File: src/rtl/cpu_pkg.sv
// Shared constants for the accumulator CPU control path: ISA opcodes, phase
// encoding and the decode helper used by the sequencer.
package cpu_pkg;

  localparam int OPC_W = 3;
  localparam int PH_W  = 3;

  typedef enum logic [OPC_W-1:0] {
    OP_HLT = 3'd0,
    OP_SKZ = 3'd1,
    OP_ADD = 3'd2,
    OP_AND = 3'd3,
    OP_XOR = 3'd4,
    OP_LDA = 3'd5,
    OP_STO = 3'd6,
    OP_JMP = 3'd7
  } opcode_e;

  typedef enum logic [PH_W-1:0] {
    PH_INST_ADDR  = 3'd0,
    PH_INST_FETCH = 3'd1,
    PH_INST_LOAD  = 3'd2,
    PH_IDLE       = 3'd3,
    PH_OP_ADDR    = 3'd4,
    PH_OP_FETCH   = 3'd5,
    PH_ALU_OP     = 3'd6,
    PH_STORE      = 3'd7
  } phase_e;

  // Opcodes that read an operand from memory into the accumulator path.
  function automatic logic is_aluop(input logic [OPC_W-1:0] opc);
    logic res;
    case (opc)
      OP_ADD, OP_AND, OP_XOR, OP_LDA: res = 1'b1;
      default:                        res = 1'b0;
    endcase
    return res;
  endfunction

endpackage

File: src/rtl/cpu_sequencer_if.sv
// Control bundle between the sequencer (master) and the CPU datapath (slave).
interface cpu_sequencer_if;
  import cpu_pkg::*;

  logic [OPC_W-1:0] opcode;
  logic             zero;
  logic             sel;
  logic             rd;
  logic             ld_ir;
  logic             inc_pc;
  logic             ld_pc;
  logic             ld_ac;
  logic             wr;
  logic             data_e;
  logic             halt;
  logic [PH_W-1:0]  phase;

  modport master (
    input  opcode, zero,
    output sel, rd, ld_ir, inc_pc, ld_pc, ld_ac, wr, data_e, halt, phase
  );

  modport slave (
    output opcode, zero,
    input  sel, rd, ld_ir, inc_pc, ld_pc, ld_ac, wr, data_e, halt, phase
  );

endinterface

File: src/rtl/cpu_sequencer_phase_ctr.sv
// Instruction-cycle phase counter: free-running modulo-8 with a hold enable,
// cleared by synchronous active-high reset.
module seq_phase_ctr
  import cpu_pkg::*;
(
  input  logic            clk,
  input  logic            rst,
  input  logic            i_en,
  output logic [PH_W-1:0] o_phase
);

  logic [PH_W-1:0] r_phase;

  // Phase register: reset to the first phase, otherwise advance when enabled.
  always_ff @(posedge clk) begin
    if (rst) begin
      r_phase <= PH_INST_ADDR;
    end else if (i_en) begin
      r_phase <= r_phase + PH_W'(1);
    end else begin
      r_phase <= r_phase;
    end
  end

  assign o_phase = r_phase;

endmodule

File: src/rtl/cpu_sequencer.sv
// Central control FSM of the 8-bit accumulator CPU: steps the 8-phase
// instruction cycle and decodes the opcode into datapath strobes.
module cpu_sequencer
  import cpu_pkg::*;
(
  input  logic            clk,
  input  logic            rst,
  cpu_sequencer_if.master bus
);

  logic [PH_W-1:0] w_phase;
  logic            r_halted;
  logic            w_halt_entry;
  logic            w_ctr_en;
  logic            w_aluop;
  logic            w_hlt;
  logic            w_skz;
  logic            w_sto;
  logic            w_jmp;

  assign w_aluop      = is_aluop(bus.opcode);
  assign w_hlt        = (bus.opcode == OP_HLT);
  assign w_skz        = (bus.opcode == OP_SKZ);
  assign w_sto        = (bus.opcode == OP_STO);
  assign w_jmp        = (bus.opcode == OP_JMP);
  assign w_halt_entry = !r_halted && (w_phase == PH_OP_ADDR) && w_hlt;
  // Phase freezes at OP_ADDR on the edge that enters halt, and stays there.
  assign w_ctr_en     = !(r_halted || w_halt_entry);

  seq_phase_ctr u_phase_ctr (
    .clk     (clk),
    .rst     (rst),
    .i_en    (w_ctr_en),
    .o_phase (w_phase)
  );

  // Halted flag: set on HLT in OP_ADDR, cleared only by reset.
  always_ff @(posedge clk) begin
    if (rst) begin
      r_halted <= 1'b0;
    end else if (w_halt_entry) begin
      r_halted <= 1'b1;
    end else begin
      r_halted <= r_halted;
    end
  end

  // Strobe decode from phase, opcode, zero flag and halted state.
  always_comb begin
    bus.sel    = 1'b0;
    bus.rd     = 1'b0;
    bus.ld_ir  = 1'b0;
    bus.inc_pc = 1'b0;
    bus.ld_pc  = 1'b0;
    bus.ld_ac  = 1'b0;
    bus.wr     = 1'b0;
    bus.data_e = 1'b0;
    bus.halt   = 1'b0;
    if (r_halted) begin
      bus.halt = 1'b1;
    end else begin
      case (w_phase)
        PH_INST_ADDR: begin
          bus.sel = 1'b1;
        end
        PH_INST_FETCH: begin
          bus.sel = 1'b1;
          bus.rd  = 1'b1;
        end
        PH_INST_LOAD, PH_IDLE: begin
          bus.sel   = 1'b1;
          bus.rd    = 1'b1;
          bus.ld_ir = 1'b1;
        end
        PH_OP_ADDR: begin
          bus.inc_pc = !w_hlt;
          bus.halt   = w_hlt;
        end
        PH_OP_FETCH: begin
          bus.rd = w_aluop;
        end
        PH_ALU_OP: begin
          bus.rd     = w_aluop;
          bus.inc_pc = w_skz && bus.zero;
          bus.ld_pc  = w_jmp;
          bus.data_e = w_sto;
        end
        PH_STORE: begin
          bus.rd     = w_aluop;
          bus.ld_ac  = w_aluop;
          bus.ld_pc  = w_jmp;
          bus.wr     = w_sto;
          bus.data_e = w_sto;
        end
        default: begin
          bus.sel = 1'b0;
        end
      endcase
    end
  end

  assign bus.phase = w_phase;

endmodule

File: src/flat_wrapper.sv
// flat-port wrapper written by rule: the top's interface ports become plain ports
module cpu_sequencer_flat import cpu_pkg::*;
  (clk, rst, bus_opcode, bus_zero, bus_sel, bus_rd, bus_ld_ir, bus_inc_pc, bus_ld_pc, bus_ld_ac, bus_wr, bus_data_e, bus_halt, bus_phase);
  cpu_sequencer_if bus_i ();
  input  logic clk;
  input  logic rst;
  input wire logic [$bits(bus_i.opcode)-1:0] bus_opcode;
  input wire logic [$bits(bus_i.zero)-1:0] bus_zero;
  output wire logic [$bits(bus_i.sel)-1:0] bus_sel;
  output wire logic [$bits(bus_i.rd)-1:0] bus_rd;
  output wire logic [$bits(bus_i.ld_ir)-1:0] bus_ld_ir;
  output wire logic [$bits(bus_i.inc_pc)-1:0] bus_inc_pc;
  output wire logic [$bits(bus_i.ld_pc)-1:0] bus_ld_pc;
  output wire logic [$bits(bus_i.ld_ac)-1:0] bus_ld_ac;
  output wire logic [$bits(bus_i.wr)-1:0] bus_wr;
  output wire logic [$bits(bus_i.data_e)-1:0] bus_data_e;
  output wire logic [$bits(bus_i.halt)-1:0] bus_halt;
  output wire logic [$bits(bus_i.phase)-1:0] bus_phase;
  assign bus_i.opcode = bus_opcode;
  assign bus_i.zero = bus_zero;
  assign bus_sel = bus_i.sel;
  assign bus_rd = bus_i.rd;
  assign bus_ld_ir = bus_i.ld_ir;
  assign bus_inc_pc = bus_i.inc_pc;
  assign bus_ld_pc = bus_i.ld_pc;
  assign bus_ld_ac = bus_i.ld_ac;
  assign bus_wr = bus_i.wr;
  assign bus_data_e = bus_i.data_e;
  assign bus_halt = bus_i.halt;
  assign bus_phase = bus_i.phase;
  cpu_sequencer u_core (.clk(clk), .rst(rst), .bus(bus_i));
endmodule
File: config.mk
export PLATFORM = sky130hd
export DESIGN_NAME = cpu_sequencer_flat
export DESIGN_NICKNAME = d
export VERILOG_FILES = /design/src/rtl/cpu_pkg.sv /design/src/rtl/cpu_sequencer_if.sv /design/src/rtl/cpu_sequencer_phase_ctr.sv /design/src/rtl/cpu_sequencer.sv /design/src/flat_wrapper.sv
export SDC_FILE = /design/constraint.sdc
export NUM_CORES = 1
export LEC_CHECK = 0
export CORE_AREA = 2 2 39 41
export DETAILED_ROUTE_END_ITERATION = 10
export DIE_AREA = 0 0 41 43
export PLACE_DENSITY = 0.59
export REMOVE_ABC_BUFFERS = 1
export SKIP_LAST_GASP = 1
export SLEW_MARGIN = 20
export SYNTH_ARGS = -nofsm -noshare
export SYNTH_HDL_FRONTEND = slang
export SYNTH_HIERARCHICAL = 1
export SYNTH_SLANG_ARGS = --single-unit
File: constraint.sdc
create_clock -name clk -period 1.6 [get_ports clk]
set_input_delay 0.24 -clock clk [delete_from_list [all_inputs] [get_ports clk]]
set_output_delay 0.24 -clock clk [all_outputs]
set_load 0.01 [all_outputs]
==> flow_summary.ini <==
[power]
vdd_drop_max_mv = 0.252
powerDensity_nw_per_um2 = 623
p_leak_nw = 0.271

[synth]
syn_inst = 34
seq_area_frac_synth = 0.268
synth_area_um2 = 299
yosys.cell_types.count = 23
synth_top_cell_by_area = dfxtp_1
synth_area_leaders = dfxtp_1, xnor2_1, o32ai_2
syn_area_per_cell_um2 = 8.80
ys_seq_elements = 4
yosysTopAreaCellShare = 0.268
yosysWarnings = 6

[worst_setup_path]
path_buf_inv = 2
slowest_delay_ns = 0.40
critPathRequiredTime_ns = 1.36
worstSetupStartpointType = primary input
cp.arrival_ns = 1.29
path_cells = dlygate4sd2_1, or3_4, o31ai_2, buf_2
cp-end-kind = primary output
critPathKind = in2out
crit_path_top_delay_cell = or3_4
cp_top_family = buffers and inverters
critPathMaxFanout = 4

[detailed_routing]
totalWireLength_um = 838
drt_iter0_drc = 4
ant_nets = 0
vias = 370
wl_per_cell_um = 10.1
vias_per_cell = 4.46
dr.pass1.iters = 4
drc = 0

[die]
core_area_um2 = 1380
die_area_um2 = 1760
rows = 14
io_pins = 18
initial_core_util = 0.216
fp.dieH_um = 43
die_w_um = 41

[layout]
mostFrequentLayoutCell = buf_4
drive_above_1_share = 0.448
nets = 76
fin_cells = 83
stdcell_area_um2 = 598
mostFrequentLayoutCells = buf_4, dlygate4sd2_1, clkdlybuf4s50_1, nor2_1
n_antenna_cell = 0
area_delta_synth_final_pct = 100

[timing]
tns_ns = 0
slew_viol_final = 0
finalCritPeriodShare = 0.959
tightest_slew_ns = 0.239
slew-limit-headroom = 0.838
setup_viol = 0
max_freq_mhz = 652
post-route-min-period_ns = 1.53
clock_skew_ns = 0.000370
finalHoldViolations = 0
grt_setup_unrepaired = yes

[clock_network]
cts.path.max_buffers = 2
hold_buffers = 0
cts.sinks = 4
cts_tree = built
cts_root_buf = clkbuf_4
clk_pin_slew_ns = 0.04
clk_latency_ns = 0.23
htree_levels = 1
cts_buffers = 3

[placement]
dpl.cell_count = 80
portBuffers = 17
gp_congestion = 0.707
place_area_um2 = 587
hpwl_um = 678

[global_route]
grt_max_degree = 8
grt_pass1_vias = 342
grt-ovfl-total = 0
grt_usage = 0.116
grt_pass1_wl_um = 1430
antenna_found_initial = 0

[run]
cap_viol_max_count = 0

[worst_hold_path]
worstHoldPathType = in2reg

[status]
status = finished clean
[report_power, final]
part	switching, W	internal (W)	leakage [nW]
sequential	0.00000790	0.000109	0.0336
combinational	0.0000559	0.0000770	0.223
clock	0.0000391	0.0000838	0.0138
total	0.000103	0.000270	0.271
[worst paths after layout]
check,startpoint,cells after the start,endpoint,slack (ns)
worst max-delay path,bus_opcode[1],4,bus_halt,0.07
worst min-delay path,bus_opcode[0],4,u_core/r_halted,0.63
worst max register to register,u_core/u_phase_ctr/o_phase[0],5,u_core/u_phase_ctr/o_phase[2],0.24
worst min register to register,u_core/u_phase_ctr/o_phase[0],3,u_core/u_phase_ctr/o_phase[0],0.63
[cell type report]
| class | instances | area, um2 |
|---|---|---|
| fillers | 156 | 786 |
| repair buffers | 30 | 239 |
| multi-input cells | 28 | 226 |
| flip-flops and latches | 4 | 82.6 |
| clock buffers | 3 | 22.5 |
| well taps | 16 | 20.0 |
| inverters | 2 | 7.51 |
[worst reg2reg max path, stage by stage (launching register included)]
cell and delay, ns:
dfxtp_1 0.30, nand2b_1 0.19, buf_4 0.16, o31a_1 0.33, a21bo_2 0.21, a21oi_1 0.10
[logic make-up (layout without fill, tap and decap cells)]
kind of cell               after synthesis  after routing  synth area share
buffers and inverters                    2             35            0.0251
adders and majority gates                1              1            0.0418
xor gates and xnor gates                 2              2            0.0586
AOI/OAI and AO/OA                        7              7             0.218
and+or+nand+nor                         17             17             0.356
DFF                                      4              4             0.268
muxes                                    1              1            0.0335
[timing repair]
action / 4_1_cts / 5_1_grt
pin swaps: 3 / 1
gates cloned: 0 / 0
gates resized for setup: 28 / 8
endpoints found under the setup margin: 12 / 6
buffers inserted: 0 / 0
[synth_stat cells]
library cell,count
nand2b_1,1
o32ai_2,1
o31a_1,1
dfxtp_1,4
nor4b_1,1
a21bo_2,1
and2_1,1
nor3_1,3
nand2_1,1
a2111oi_1,1
or3_4,1
or2_2,1
xnor2_1,2
a21oi_1,1
o31ai_1,1
nor2_1,4
ha_1,1
a211oi_1,1
mux2i_1,1
nand4bb_1,1
inv_1,2
nor3b_1,1
nand3b_1,2
[metal layers]
metal	GRT usage	wire [um]
met5	0	0
met4	0.0600	0
met3	0.0157	68
met2	0.175	425
met1	0.154	345
[sequential cells by signal (all words and copies together), names as in the netlist]
signal	flops
u_core/u_phase_ctr/o_phase	3
u_core/r_halted	1
[stage by stage]
| stage | hold WS, ns | setup WS [ns] | util | power, W |
|---|---|---|---|---|
| 3_3_place_gp | 0.592 | -0.571 | 0.424 | 0.000256 |
| 6_report | 0.627 | 0.0657 | 0.432 | 0.000373 |
| 2_1_floorplan | 0.309 | 0.202 | - | 0.000170 |
| 3_5_place_dp | 0.615 | -0.586 | 0.424 | 0.000256 |
| 5_1_grt | 0.665 | -0.0143 | 0.432 | 0.000406 |
| 4_1_cts | 0.625 | 0.0147 | 0.431 | 0.000377 |
Power figures use the tool's default switching activity.
